<file path="config.mk">
export PLATFORM = sky130hd
export DESIGN_NAME = ren_simd_arbiter
export DESIGN_NICKNAME = d
export VERILOG_FILES = /design/src/rtl/ren_simd_arbiter.sv
export SDC_FILE = /design/constraint.sdc
export NUM_CORES = 1
export LEC_CHECK = 0
export CORE_AREA = 3 3 424 426
export DETAILED_ROUTE_END_ITERATION = 7
export DIE_AREA = 0 0 427 429
export GPL_ROUTABILITY_DRIVEN = 0
export GPL_TIMING_DRIVEN = 1
export PLACE_DENSITY_LB_ADDON = 0.3
export SLEW_MARGIN = 40
export SYNTH_ARGS = -nofsm -noshare
export SYNTH_HDL_FRONTEND = slang
export SYNTH_SLANG_ARGS = --single-unit
</file>
<file path="constraint.sdc">
create_clock -name clk -period 13 [get_ports clk]
set_clock_uncertainty 0.1 [all_clocks]
set_input_delay 3.25 -clock clk [delete_from_list [all_inputs] [get_ports clk]]
set_output_delay 3.25 -clock clk [all_outputs]
set_load 0.1 [all_outputs]
</file>
<file path="src/rtl/ren_simd_arbiter.sv">
// rtl/ren_simd_arbiter.sv - round-robin arbiter sharing one FP_SIMD among NUM_REQ requesters
module ren_simd_arbiter #(
    parameter int NUM_REQ = 4,
    parameter int LANE_W  = 22,
    parameter int TIMEOUT = 255
) (
    input  logic                          clk,
    input  logic                          rst,
    input  logic [NUM_REQ-1:0]            i_req,
    input  logic [3*NUM_REQ-1:0]          i_opcode,
    input  logic [4*LANE_W*NUM_REQ-1:0]   i_in0,
    input  logic [4*LANE_W*NUM_REQ-1:0]   i_in1,
    output logic [NUM_REQ-1:0]            o_gnt,
    output logic [4*LANE_W-1:0]           o_result,
    output logic [NUM_REQ-1:0]            o_result_valid,
    output logic                          o_busy,
    output logic                          o_err,
    output logic                          o_simd_en,
    output logic [2:0]                    o_simd_opcode,
    output logic [4*LANE_W-1:0]           o_simd_in0,
    output logic [4*LANE_W-1:0]           o_simd_in1,
    input  logic [4*LANE_W-1:0]           i_simd_out,
    input  logic                          i_simd_valid,
    input  logic                          i_simd_busy
);
    localparam int VW = 4 * LANE_W;
    localparam int ID_W = $clog2(NUM_REQ);
    localparam logic [7:0] TO_LIM = 8'(TIMEOUT);
    localparam logic [ID_W-1:0] LAST_ID = ID_W'(NUM_REQ - 1);

    typedef enum logic [1:0] {S_IDLE, S_ISSUE, S_WAIT} state_t;

    state_t              state, state_nxt;
    logic [ID_W-1:0]     ptr, owner, sel_id, owner_next;
    logic                sel_found;
    logic [7:0]          wait_cnt, wait_cnt_inc;
    logic                timeout_hit;
    logic [NUM_REQ-1:0]  sel_onehot, owner_onehot;

    // Rotating search starting at ptr; idx is one bit wider so ptr+i never wraps early
    always_comb begin : rr_select
        logic [ID_W:0] idx;
        sel_found = 1'b0;
        sel_id    = '0;
        idx       = '0;
        for (int i = 0; i < NUM_REQ; i++) begin
            idx = {1'b0, ptr} + (ID_W+1)'(i);
            if (idx >= (ID_W+1)'(NUM_REQ)) begin
                idx = idx - (ID_W+1)'(NUM_REQ);
            end
            if (!sel_found && i_req[idx[ID_W-1:0]]) begin
                sel_found = 1'b1;
                sel_id    = idx[ID_W-1:0];
            end
        end
    end

    always_comb begin
        sel_onehot           = '0;
        sel_onehot[sel_id]   = 1'b1;
        owner_onehot         = '0;
        owner_onehot[owner]  = 1'b1;
        owner_next           = (owner == LAST_ID) ? '0 : owner + 1'b1;
        wait_cnt_inc         = wait_cnt + 8'd1;
        timeout_hit          = (wait_cnt_inc == TO_LIM);
    end

    assign o_busy = (state != S_IDLE);

    always_ff @(posedge clk or posedge rst) begin
        if (rst) begin
            state <= S_IDLE;
        end else begin
            state <= state_nxt;
        end
    end

    always_comb begin
        state_nxt = state;
        case (state)
            S_IDLE:  if (sel_found) state_nxt = S_ISSUE;
            S_ISSUE: if (!i_simd_busy) state_nxt = S_WAIT;
            S_WAIT:  if (i_simd_valid || timeout_hit) state_nxt = S_IDLE;
            default: state_nxt = S_IDLE;
        endcase
    end

    // Grant, issue and result strobes default low so each is a single-cycle pulse
    always_ff @(posedge clk or posedge rst) begin
        if (rst) begin
            ptr            <= '0;
            owner          <= '0;
            wait_cnt       <= '0;
            o_gnt          <= '0;
            o_result       <= '0;
            o_result_valid <= '0;
            o_err          <= 1'b0;
            o_simd_en      <= 1'b0;
            o_simd_opcode  <= '0;
            o_simd_in0     <= '0;
            o_simd_in1     <= '0;
        end else begin
            o_gnt          <= '0;
            o_simd_en      <= 1'b0;
            o_result_valid <= '0;
            case (state)
                S_IDLE: begin
                    if (sel_found) begin
                        owner         <= sel_id;
                        o_gnt         <= sel_onehot;
                        o_simd_opcode <= i_opcode[int'(sel_id)*3 +: 3];
                        o_simd_in0    <= i_in0[int'(sel_id)*VW +: VW];
                        o_simd_in1    <= i_in1[int'(sel_id)*VW +: VW];
                        wait_cnt      <= '0;
                    end
                end
                S_ISSUE: begin
                    if (!i_simd_busy) begin
                        o_simd_en <= 1'b1;
                    end
                end
                S_WAIT: begin
                    if (i_simd_valid) begin
                        o_result       <= i_simd_out;
                        o_result_valid <= owner_onehot;
                        ptr            <= owner_next;
                        wait_cnt       <= '0;
                    end else if (timeout_hit) begin
                        o_err          <= 1'b1;
                        o_result       <= '0;
                        o_result_valid <= owner_onehot;
                        ptr            <= owner_next;
                        wait_cnt       <= '0;
                    end else begin
                        wait_cnt <= wait_cnt_inc;
                    end
                end
                default: ;
            endcase
        end
    end
endmodule

</file>
==> key figures, run 1 <==
Run status
  – Status: complete, but fails checks
  – Failing checks: DRC

Synthesis
  – Seq/Total Area, Yosys: 0.533
  – Synthesized area per cell: approximately 10 um2
  – Area leader, netlist: dfrtp_1
  – Synth top area share: 0.533
  – Count leader, synth: a21oi_1
  – Cells after Synth: between 1k and 1.5k
  – Predominant post-synthesis flop cell: dfrtp_1
  – EDFF count, synth: 0
  – Yosys Warn Count: 0
  – Count of cell types in the netlist: 45
  – #FFs+latches synth: 291
  – Synth top cells by count: a21oi_1 (363), dfrtp_1 (291), nor2_1 (188), a222oi_1 (179), a22o_1 (89)
  – Syn nets: about 2.2k
  – Post-synth design cell area: 13,700 um2
  – Ys async rst share: 1.00
  – Top cells by area, synth: dfrtp_1 (53%), a21oi_1 (13%), a222oi_1 (13%)

Route
  – DRC: 31
  – Via-per-instance ratio: ~3.5
  – Via count: approximately 17k
  – Post-DR wirelength/cell: 25.1 um
  – Drt total wl: ~120,000 um
  – First-pass DRT Iterations: 8
  – DR iter-0 viols: between 2k and 2.5k
  – ANT nets after route: 0

Worst setup path
  – Critical Path Max Stage Delay: 0.57 ns
  – Setup crit start: i_req[2]
  – Setup CP Type: input pin to flip-flop
  – Slowest stage cell, crit path: buf_4
  – Max FO, Critical Path: 93
  – Critical path, cell by cell: clkdlybuf4s50_1, or2_2, a22o_1, o22ai_4, buf_4, buf_12, buf_4, a21oi_1, a21oi_1
  – Worst path bufs/invs: 4
  – CP top delay family: buffers and inverters
  – Critical path capture point type: flip-flop
  – Crit path DAT: between 6 and 7 ns
  – Worst Setup Start Kind: input pin
  – Required time of the worst setup path: 13.44 ns
  – Reg-to-Reg Start: ptr[0]

STA
  – Max-Slew Margin vs Limit: 0.343
  – Tcrit/Tclk final: 0.504
  – Setup-failing EPs final: 0
  – F_max: 153 MHz
  – RSZ-0062 raised after global routing: false
  – Final Max Slew Viols: 0
  – Post-route minimum period: 6.55 ns
  – Final-report hold violation count: 0
  – Slew @ Worst Pin: 0.986 ns
  – Setup ws final: about 6.4 ns
  – Setup TNS: 0 ns

Die
  – DIE WIDTH: 427 um
  – Die Y: between 400 and 500 um
  – Core Region: around 180,000 um2
  – Die ar.: roughly 180,000 um2
  – Cell Rows: 154
  – # IOs: between 1k and 1.5k
  – Starting Density: 0.0776

Pwr
  – Peak supply drop: about 0.14 mV
  – PwrDens: just over 300 nW/um2
  – Leak: 10.6 nW

Placement
  – Dpl ws: between 5 and 6 ns
  – Placed cell areas: around 26,000 um2
  – Final HPWL DP: approximately 100,000 um
  – Port Buffers: 1,089

Global routing
  – GR Util All Layers: 0.123
  – First-pass GRT wire length: 155,000 um
  – Gr ovfl total: 0
  – Largest net degree at the start of global routing: 120
  – Initial antenna violation count: 40
  – Vias in the first global route: 16.7k

Worst hold path
  – Hold/Removal Path Class: flip-flop to flip-flop
  – Hold path startpoint: o_err

Clock network
  – Max Root-Sink Buffers: 3
  – H-tree depth: 2
  – CTS tree: yes
  – Clk sinks: approximately 290
  – Clock root cell: clkbuf_16
  – Cts hold-fix bufs: 0
  – Clock buffer count from CTS: 41
  – Reg clk slew, reported paths: 0.06 ns
  – Worst-Skew Late Latency: about 0.61 ns
  – PostCTS Resize Cnt: 0
  – Post-CTS Setup Inserts: 0

Layout
  – Share of cells above drive strength 1: 0.161
  – Area grow syn2layout: 100%
  – # nets final: between 3k and 4k
  – Design area: about 27,000 um2
  – Fill cells: ~20k

Flow run
  – Max_cap viols: 0
[path summary, 6_finish.rpt]
path	end	slack [ns]	cells past startpoint
setup / recovery	o_simd_in1[77]	6.45	9
hold / removal	o_err	0.37	1
min in group asynchronous	o_result[7]	2.96	2
setup reg to reg	o_simd_in1[77]	9.28	8
max in group asynchronous	o_simd_in1[9]	8.06	4
hold reg to reg	o_err	0.37	1
[cells by family (layout without fill, tap and decap cells)]
group           Yosys count  in the layout  share of synthesized area
mux                       3              3                    0.00238
buf+inv                 151           1199                     0.0501
simple gates            235            235                     0.0709
flops                   291            291                      0.533
compound gates          659            659                      0.337
other cells               0              8                          0
xor+xnor                  2              2                    0.00128
fa+ha+maj                 6              6                    0.00550
[layer usage]
metal,vias up,share of wire,global-route usage
met1,8340,0.40,0.150
met4,14,0.018,0.0225
met2,715,0.49,0.208
met3,131,0.093,0.0451
met5,-,0.00077,0
li1,7318,-,-
[state kept, by name (all words and copies together) (netlist names)]
signal	count
o_simd_opcode	3
o_simd_in0	88
o_err	1
state	2
o_result_valid	4
ptr	2
o_gnt	4
o_simd_in1	88
owner	2
o_result	88
wait_cnt	8
o_simd_en	1
[worst register-to-register path, delay by kind of cell (launching register included)]
family | cells | cell delay [ns]
AOI/OAI and AO/OA | 4 | 1.23
buffers and inverters | 3 | 1.61
DFF | 1 | 0.54
and+or+nand+nor | 1 | 0.16
[cell usage in the layout (no fill, tap or decap), types with 2 or more instances in the layout]
master and n:
o21ai_0 12, a222oi_1 179, nor2b_1 11, nor2_1 187, clkinvlp_4 3, dfrtp_1 291
buf_12 7, clkinv_16 3, nand3_1 4, buf_4 53, a21oi_1 363, xnor2_1 2
a22o_1 89, clkdlybuf4s50_1 811, nand2_1 14, inv_1 9, ha_1 6, clkbuf_2 2
and2_4 3, clkbuf_16 41, diode_2 8, and2_1 2, clkinv_2 9, a31oi_1 2
clkbuf_8 9, buf_6 6, mux2_1 2, inv_6 2, buf_2 236, clkbuf_1 6
nand2b_1 4
[through the flow]
| stage | util | cells | hold WS, ns | total power [mW] |
|---|---|---|---|---|
| floorplan | - | 1347 | 0.372 | 5.71 |
| global placement | 0.153 | 4654 | 0.363 | 7.69 |
| detailed placement | 0.147 | 4660 | 0.363 | 7.38 |
| CTS | 0.155 | 4734 | 0.375 | 8.62 |
| global route | 0.155 | 4738 | 0.395 | 8.88 |
| finish | 0.155 | 4743 | 0.366 | 8.47 |
[cell type report]
cell class,instances,area (um2),area share
timing repair buffer,1115,9910,0.363
tap,2340,2930,0.107
clock buffer,56,1170,0.0429
multi-input combinational,905,5750,0.210
inverter,10,45.0,0.00165
clock inverter,18,205,0.00751
antenna,8,20.0,0.000733
sequential,291,7280,0.267
[power by group]
part	leakage, nW	switching (mW)	internal [mW]
clock network	0.670	0.514	0.661
registers	3.44	0.310	1.34
logic	6.49	4.56	1.09
Power figures use the tool's default switching activity.
==> run 2: changes to the inputs <==
==> constraint.sdc (replaced) <==
create_clock -name clk -period 6.4 [get_ports clk]
set_clock_uncertainty 0.1 [all_clocks]
set_input_delay 1.6 -clock clk [delete_from_list [all_inputs] [get_ports clk]]
set_output_delay 1.6 -clock clk [all_outputs]
set_load 0.1 [all_outputs]
==> run 2 against run 1 <==
Net effect: worst setup slack lost 4.0 ns; final cell count rose by 0.42%; worst hold slack gained 0.0059 ns; first-iteration DRC count is 4.4% lower; cell area increased by 1.0%; highest routed layer unchanged; sequential cell count unchanged; the run still ends with DRC left; register-to-register slack got worse by 5.8 ns; via count rose by 3.6%; combinational power increased by 110%; global-route usage increased by 0.58 points.
==> key figures, run 2 (synthesized netlist as in run 1, its figures left out) <==
Run status
  – Status: complete, but fails checks (unchanged)
  – Failing checks: DRC (unchanged)

Route
  – ANT nets after route: 0 (unchanged)
  – Via count: 17.1k (was 16.5k)
  – Via-per-instance ratio: 3.59 (was 3.48)
  – Post-DR wirelength/cell: 26.2 um (was 25.1 um)
  – Drt total wl: 125,000 um (was 119,000 um)
  – First-pass DRT Iterations: 8 (unchanged)
  – DRC: 5 (was 31)
  – DR iter-0 viols: 2,093 (was 2,189)

STA
  – Setup TNS: 0 ns (unchanged)
  – F_max: 256 MHz
  – RSZ-0062 raised after global routing: false (unchanged)
  – Tcrit/Tclk final: 0.611
  – Final-report hold violation count: 0 (unchanged)
  – Slew @ Worst Pin: 1.02 ns (was 0.986 ns)
  – Final Max Slew Viols: 0 (unchanged)
  – Setup-failing EPs final: 0 (unchanged)
  – Max-Slew Margin vs Limit: 0.323 (was 0.343)
  – Post-route minimum period: 3.91 ns

Global routing
  – Vias in the first global route: 17.2k (was 16.7k)
  – First-pass GRT wire length: 161,000 um (was 155,000 um)
  – Largest net degree at the start of global routing: 119 (was 120)
  – GR Util All Layers: 0.129 (was 0.123)
  – Initial antenna violation count: 40 (unchanged)
  – Gr ovfl total: 0 (unchanged)

Pwr
  – Peak supply drop: 0.271 mV (was 0.142 mV)
  – PwrDens: 639 nW/um2 (was 310 nW/um2)
  – Power, Total: 17.6 mW (was 8.47 mW)
  – Leak: 10.8 nW (was 10.6 nW)

Clock network
  – CTS tree: yes (unchanged)
  – Worst-Skew Late Latency: 0.64 ns (was 0.61 ns)
  – H-tree depth: 2 (unchanged)
  – PostCTS Resize Cnt: 0 (unchanged)
  – Post-CTS Setup Inserts: 0 (unchanged)
  – Clk sinks: 291 (unchanged)
  – Clock buffer count from CTS: 43 (was 41)
  – Reg clk slew, reported paths: 0.05 ns (was 0.06 ns)
  – Max Root-Sink Buffers: 3 (unchanged)
  – Clock root cell: clkbuf_16 (unchanged)
  – Cts hold-fix bufs: 0 (unchanged)

Worst hold path
  – Hold/Removal Path Class: flip-flop to flip-flop (unchanged)
  – Hold depth: 1 (unchanged)

Layout
  – Area of the multi-input gates: 5740 um2 (was 5750 um2)
  – Area grow syn2layout: 102% (was 100%)
  – # nets final: 3,204 (was 3,182)
  – Most frequent cells in the layout: clkdlybuf4s50_1 (811), a21oi_1 (363), dfrtp_1 (291), buf_2 (228), nor2_1 (187) (was clkdlybuf4s50_1 (811), a21oi_1 (363), dfrtp_1 (291), buf_2 (236), nor2_1 (187))
  – Share of cells above drive strength 1: 0.168 (was 0.161)
  – Sequential cell area: 7280 um2 (unchanged)
  – Fill cells: 19.9k (about the same)
  – Top flop regs: o_result (88), o_simd_in0 (88), o_simd_in1 (88) (unchanged)
  – Most common cell after layout, fill and taps aside: clkdlybuf4s50_1 (unchanged)

Worst setup path
  – Max FO, Critical Path: 37 (was 93)
  – Worst Setup Start Kind: input pin (unchanged)
  – Required time of the worst setup path: 6.85 ns (was 13.44 ns)
  – R2R depth: 6 (was 8)
  – Critical path capture point type: flip-flop (unchanged)
  – Setup CP Type: input pin to flip-flop (unchanged)
  – Crit path DAT: 4.36 ns (was 6.99 ns)

Die
  – DIE WIDTH: 427 um (unchanged)
  – # IOs: 1,090 (unchanged)
  – Core Region: 176,000 um2 (unchanged)
  – Die ar.: 183,000 um2 (unchanged)
  – Starting Density: 0.0776 (unchanged)
  – Cell Rows: 154 (unchanged)
  – Die Y: 429 um (unchanged)

Flow run
  – Max_cap viols: 0 (unchanged)

Placement
  – Port Buffers: 1,089 (unchanged)
  – Final HPWL DP: 102,000 um (was 97,200 um)
-- run 2: worst paths after layout --
kind | start | endpoint | slack [ns]
max | i_req[1] | o_simd_in0[11] | 2.49
min in group asynchronous | rst | o_result[27] | 1.28
max in group asynchronous | rst | o_simd_in1[68] | 3.70
min reg2reg | o_err | o_err | 0.37
max reg2reg | ptr[0] | o_simd_in0[11] | 3.47
min | o_err | o_err | 0.37
-- run 2: where the power goes --
group / switching [mW] / internal, mW
combinational: 9.47 / 2.26
clock: 1.05 / 1.50
sequential: 0.627 / 2.73
-- run 2: worst max-delay path: stages --
cell,delay (ns)
clkdlybuf4s50_1,0.66
a21boi_0,0.33
and2_4,0.58
buf_4,0.61
a222oi_1,0.25
a21oi_1,0.21
-- run 2: final cells by class --
| type | count | share of cell area |
|---|---|---|
| clock buffers | 62 | 0.0456 |
| repair buffers | 1135 | 0.366 |
| well taps | 2340 | 0.106 |
| clock inverters | 15 | 0.00789 |
| diodes | 5 | 0.000453 |
| inverters | 10 | 0.00150 |
| flip-flops and latches | 291 | 0.264 |
| multi-input cells | 905 | 0.208 |
-- run 2: through the flow --
step / util / std cells / worst slack, ns / cell area (um2) / hold slack [ns]
2_1_floorplan: - / 1347 / 0.839 / 13700 / 0.372
3_5_place_dp: 0.148 / 4679 / 1.88 / 26100 / 0.362
4_1_cts: 0.156 / 4756 / 2.61 / 27500 / 0.375
3_3_place_gp: 0.154 / 4674 / 1.83 / 27100 / 0.360
5_1_grt: 0.157 / 4758 / 2.45 / 27600 / 0.391
6_report: 0.157 / 4763 / 2.49 / 27600 / 0.372
-- run 2: metal layers --
layer	up-vias	global-route usage	wire length, um
li1	7388	-	-
met1	8733	0.163	51200
met2	844	0.217	60700
met3	132	0.0383	10800
met4	14	0.0231	1940
met5	-	0	99
